## config.mk

```make
export PLATFORM = sky130hd
export DESIGN_NAME = sid_write_arb
export DESIGN_NICKNAME = d
export VERILOG_FILES = /design/src/rtl/sid_write_arb.sv
export SDC_FILE = /design/constraint.sdc
export NUM_CORES = 1
export LEC_CHECK = 0
export BUFFER_PORTS_ARGS = -buffer_cell sky130_fd_sc_hd__buf_2
export CAP_MARGIN = 10
export CORE_ASPECT_RATIO = 0.7
export CORE_MARGIN = 10
export CORE_UTILIZATION = 58
export DETAILED_ROUTE_END_ITERATION = 8
export PLACE_DENSITY_LB_ADDON = 0.2
export SLEW_MARGIN = 40
export SYNTH_ARGS = -nofsm -noshare
export SYNTH_HDL_FRONTEND = slang
export SYNTH_SLANG_ARGS = --single-unit
export TNS_END_PERCENT = 20
```

## constraint.sdc

```tcl
create_clock -name clk -period 4.06 [get_ports clk]
set_input_delay 0.203 -clock clk [delete_from_list [all_inputs] [get_ports clk]]
set_output_delay 0.203 -clock clk [all_outputs]
set_load 0.01 [all_outputs]
```

## src/rtl/sid_write_arb.sv

```systemverilog
// Round-robin write arbiter and FIFO pacing queue for the SID register port.
// Two requesters enqueue writes; the queue drains at most one write per clkEn tick.
`timescale 1ns / 1ps
module sid_write_arb #(
  parameter int unsigned DEPTH = 8,
  parameter int unsigned LVL_W = $clog2(DEPTH) + 1
) (
  input  logic             clk,
  input  logic             rstn,
  input  logic             clkEn,
  input  logic             iFlush,
  input  logic             iReqA,
  input  logic [4:0]       iAddrA,
  input  logic [7:0]       iDataA,
  output logic             oAckA,
  input  logic             iReqB,
  input  logic [4:0]       iAddrB,
  input  logic [7:0]       iDataB,
  output logic             oAckB,
  output logic             oWE,
  output logic [4:0]       oAddr,
  output logic [7:0]       oDataW,
  output logic [LVL_W-1:0] oLevel,
  output logic             oFull,
  output logic             oEmpty
);

  localparam int unsigned PTR_W = $clog2(DEPTH);

  logic [12:0]      mem [DEPTH];
  logic [PTR_W-1:0] wr_ptr_q, wr_ptr_d;
  logic [PTR_W-1:0] rd_ptr_q, rd_ptr_d;
  logic [LVL_W-1:0] level_q, level_d;
  logic             last_grant_q, last_grant_d;
  logic             we_q;
  logic [4:0]       addr_q;
  logic [7:0]       data_q;

  logic             can_accept;
  logic             grant_a, grant_b;
  logic             accept;
  logic             pop;
  logic [12:0]      wr_entry;

  assign oFull  = (level_q == LVL_W'(DEPTH));
  assign oEmpty = (level_q == '0);
  assign oLevel = level_q;
  assign oWE    = we_q;
  assign oAddr  = addr_q;
  assign oDataW = data_q;

  // rstn gates the acks so nothing looks accepted while the block is held in reset.
  assign can_accept = rstn && !oFull && !iFlush;

  // On a tie the requester that did not win last time is served.
  assign grant_a = iReqA && (!iReqB || last_grant_q);
  assign grant_b = iReqB && (!iReqA || !last_grant_q);

  assign oAckA  = can_accept && grant_a;
  assign oAckB  = can_accept && grant_b;
  assign accept = oAckA || oAckB;
  assign pop    = clkEn && !oEmpty && !iFlush;

  always_comb begin
    wr_entry = {iAddrB, iDataB};
    if (oAckA) begin
      wr_entry = {iAddrA, iDataA};
    end
  end

  always_comb begin
    wr_ptr_d     = wr_ptr_q;
    rd_ptr_d     = rd_ptr_q;
    level_d      = level_q;
    last_grant_d = last_grant_q;
    if (iFlush) begin
      wr_ptr_d = '0;
      rd_ptr_d = '0;
      level_d  = '0;
    end else begin
      if (accept) begin
        wr_ptr_d     = wr_ptr_q + PTR_W'(1);
        last_grant_d = oAckB;
      end
      if (pop) begin
        rd_ptr_d = rd_ptr_q + PTR_W'(1);
      end
      unique case ({accept, pop})
        2'b10:   level_d = level_q + LVL_W'(1);
        2'b01:   level_d = level_q - LVL_W'(1);
        default: level_d = level_q;
      endcase
    end
  end

  always_ff @(posedge clk or negedge rstn) begin
    if (!rstn) begin
      wr_ptr_q     <= '0;
      rd_ptr_q     <= '0;
      level_q      <= '0;
      last_grant_q <= 1'b1;
    end else begin
      wr_ptr_q     <= wr_ptr_d;
      rd_ptr_q     <= rd_ptr_d;
      level_q      <= level_d;
      last_grant_q <= last_grant_d;
    end
  end

  // Storage needs no reset; level and pointers define what is valid.
  always_ff @(posedge clk) begin
    if (accept) begin
      mem[wr_ptr_q] <= wr_entry;
    end
  end

  always_ff @(posedge clk or negedge rstn) begin
    if (!rstn) begin
      we_q   <= 1'b0;
      addr_q <= '0;
      data_q <= '0;
    end else begin
      we_q <= pop;
      if (pop) begin
        {addr_q, data_q} <= mem[rd_ptr_q];
      end
    end
  end

endmodule

```

==> flow_metrics.py <==
metrics = {
    "run_status": {
        "status": "finished clean",
    },
    "global_routing": {
        "grt_pass1_vias": 3077,
        "grt_pass1_wl_mm": 16.8,
        "antenna_found_initial": 0,
        "overflow": 0,
        "track_usage_pct": 16.4,
        "grt_max_degree": 28,
    },
    "synth": {
        "syn-cell-area_sq_um": 5380,
        "synth_cell_types": 44,
        "syn_nets": 337,
        "yosys_warnings": 0,
        "syn_area_per_cell_sq_um": 17.9,
        "synth_cells": 300,
        "synthTopCellsByArea": "edfxtp_1 58%, dfrtp_1 11%, mux4_2 11%",
        "synth_top_area_share_pct": 58.1,
        "synth-edff-count": 104,
        "yosysTopAreaCell": "edfxtp_1",
        "yosys_register_bits": 129,
        "ys_dominant_reg_cell": "edfxtp_1",
        "async_flop_share_pct": 19.4,
        "ys_seq_area_share_pct": 69.7,
    },
    "cells_and_area": {
        "final_util_pct": 71.6,
        "instances_no_fill": 510,
        "fillers": 575,
        "multiInputGateArea_sq_um": 1570,
        "drive_above_1_share_pct": 39.4,
        "diodes": 0,
        "layout.nets": 410,
        "area_growth_pct": 20.3,
        "final-seq-area_sq_um": 3750,
    },
    "die": {
        "core_area_sq_um": 9030,
        "pin_count": 54,
        "initial_core_util_pct": 59.5,
        "std_cell_rows": 29,
        "die_h_um": 101,
        "die_w_um": 135,
        "die_area_sq_um": 13600,
    },
    "placement": {
        "globalplace.congestion": 0.813,
        "portBuffers": 53,
        "detailed_place_hpwl_mm": 6.59,
        "place_inst": 477,
    },
    "cts": {
        "root_buffer": "clkbuf_16",
        "clock_latency_ns": 0.41,
        "cts_tree": "built",
        "clk_path_buf_depth": 2,
        "h-tree-depth": 4,
        "cts_sinks": 129,
        "clk_pin_slew_ns": 0.05,
        "cts_resized": 0,
        "cts_buffers": 17,
    },
    "route": {
        "ant_nets": 0,
        "drc": 0,
        "drt-pass1-iter-count": 6,
        "first_iter_violations": 262,
        "routed_wl_mm": 10.6,
        "routed.top_layer": "met4",
        "viasPerCell": 5.75,
        "dr_wl_met3_um": 912,
        "met2_length_mm": 5.21,
        "via_count": 2932,
        "m1WireLength_mm": 4.41,
        "wl_per_cell_um": 20.7,
    },
    "worst_setup_path": {
        "worstSetupPathType": "in2reg",
        "crit_arrival_ns": 3.14,
        "start_kind": "primary input",
        "cp_cell_sequence": "dlygate4sd3_1, buf_2, buf_4, nand2b_1, nor3_1, nor2_1, ha_1, nand3_1, a21oi_1, mux2i_1, o311ai_1",
        "cp_top_family": "simple AND/OR/NAND/NOR gates",
        "critPathBufInv": 3,
        "critPathMaxFanout": 27,
        "crit_slowest_cell": "dlygate4sd3_1",
        "cp_data_required_time_ns": 4.33,
        "crit_path_max_incr_delay_ns": 0.51,
        "end_kind": "register",
    },
    "worst_hold_path": {
        "hold_path.class": "in2reg",
    },
    "timing": {
        "worst_pin_slew_ns": 0.604,
        "grt_setup_unrepaired": "false",
        "finalCritPeriodShare_pct": 70.7,
        "timing.fmax_mhz": 349,
        "setup_viol": 0,
        "maxSlewHeadroom_pct": 59.2,
        "min_period_ns": 2.87,
        "fin_tns_setup_ns": 0,
        "fin_skew_ns": 0.00713,
        "maxSlewViolCount": 0,
        "finalHoldViolCount": 0,
    },
    "power": {
        "p_leak_nw": 2.37,
        "ir_worst_vdd_uv": 382,
        "power.density_nw_per_um2": 630,
    },
    "job": {
        "timing.max_cap.violations": 0,
    },
}
## final timing paths
check,startpoint,to,slack (ns),cells past startpoint
worst max-delay path,rstn,oLevel[3],1.19,11
worst min-delay path,iReqA,last_grant_q,0.04,2
worst max register to register,oLevel[0],oLevel[3],1.42,9
worst min register to register,oAddr[0],oAddr[0],0.47,2
max in group asynchronous,rstn,last_grant_q,3.43,3
min in group asynchronous,rstn,oDataW[0],0.33,3
## logic make-up (layout without fill, tap and decap cells)
family | Yosys count | after routing | share of synthesized area (%)
AND/OR/NAND/NOR | 61 | 61 | 6.56
XOR/XNOR | 3 | 3 | 0.489
buffers and inverters | 18 | 104 | 1.86
AO/OA/AOI/OAI | 31 | 31 | 3.23
flip-flops | 129 | 129 | 69.7
adder cells (fa/ha/maj) | 5 | 5 | 1.30
multiplexers | 53 | 53 | 16.8
## cell usage after synthesis, types with 2 or more instances
library cell  instances
nand2_1              21
nor3_1                6
mux4_2               26
nand2b_1              3
edfxtp_1            104
mux2_2                4
inv_1                 3
nor3b_1               3
mux2_4                9
o21ai_0              17
clkbuf_1              5
ha_1                  4
a31oi_1               2
xor2_1                2
nor2_1                6
mux2i_1              14
nand3_1               4
dfrtp_1              24
nand3b_1              2
nor4b_1               2
a21oi_1               8
buf_2                 6
nor4_1                4
## repair_timing
item / in CTS / in global routing
hold buffers: 1 / 0
buffers inserted: 0 / 0
endpoints found under the hold margin: 24 / 0
## metal layers
metal	up-vias	GRT usage, %
li1	1337	-
met1	1476	21.4
met2	113	25.1
met3	6	6.32
met4	0	5.36
met5	-	0
## cell type report
type                    instances  area share (%)
multi-input cells             153            24.2
flip-flops and latches        129            58.0
clock inverters                11            2.11
repair buffers                 68            5.88
clock buffers                  21            7.11
inverters                       4           0.309
well taps                     124            2.40
## placed cells by master, fill, tap and decap left out, types with 2 or more instances in the layout
cell type / instances
mux2_2: 4
nand2b_1: 3
mux2i_1: 14
nand3b_1: 2
dfrtp_1: 22
buf_2: 53
a31oi_1: 2
clkbuf_8: 2
clkinv_2: 6
edfxtp_1: 104
xor2_1: 2
nand2_1: 21
clkbuf_1: 2
mux2_4: 9
nor4_1: 3
o21ai_0: 17
clkbuf_16: 17
a21oi_1: 8
bufinv_16: 3
nor3_2: 2
nor3b_2: 2
inv_1: 3
ha_1: 4
nor2_1: 6
nand3_1: 4
nor3_1: 4
mux4_2: 26
nor4b_2: 2
dfrtp_2: 2
buf_4: 14
## per-stage QoR
step | setup WS (ns) | area (sq um) | total power, W | hold slack (ns)
5_1_grt | 0.896 | 6470 | 0.00427 | 0.0356
3_3_place_gp | 1.44 | 5860 | 0.00257 | 0.220
6_report | 1.19 | 6470 | 0.00408 | 0.0351
2_1_floorplan | 1.17 | 5380 | 0.00231 | -0.0926
3_5_place_dp | 1.34 | 5870 | 0.00259 | 0.227
4_1_cts | 1.23 | 6470 | 0.00412 | 0.0231
## sequential cells by signal, summed over array words and instances (netlist names)
name,cells
mem,104
last_grant_q,1
rd_ptr_q,3
oDataW,8
wr_ptr_q,3
oAddr,5
oLevel,4
oWE,1
## power by group
group | internal [W] | total [W] | switching, W
registers | 0.00158 | 0.00172 | 0.000142
logic | 0.000414 | 0.000838 | 0.000424
clock network | 0.000991 | 0.00152 | 0.000530
total | 0.00298 | 0.00408 | 0.00110
Note: power is estimated with default switching activity, not from simulation.
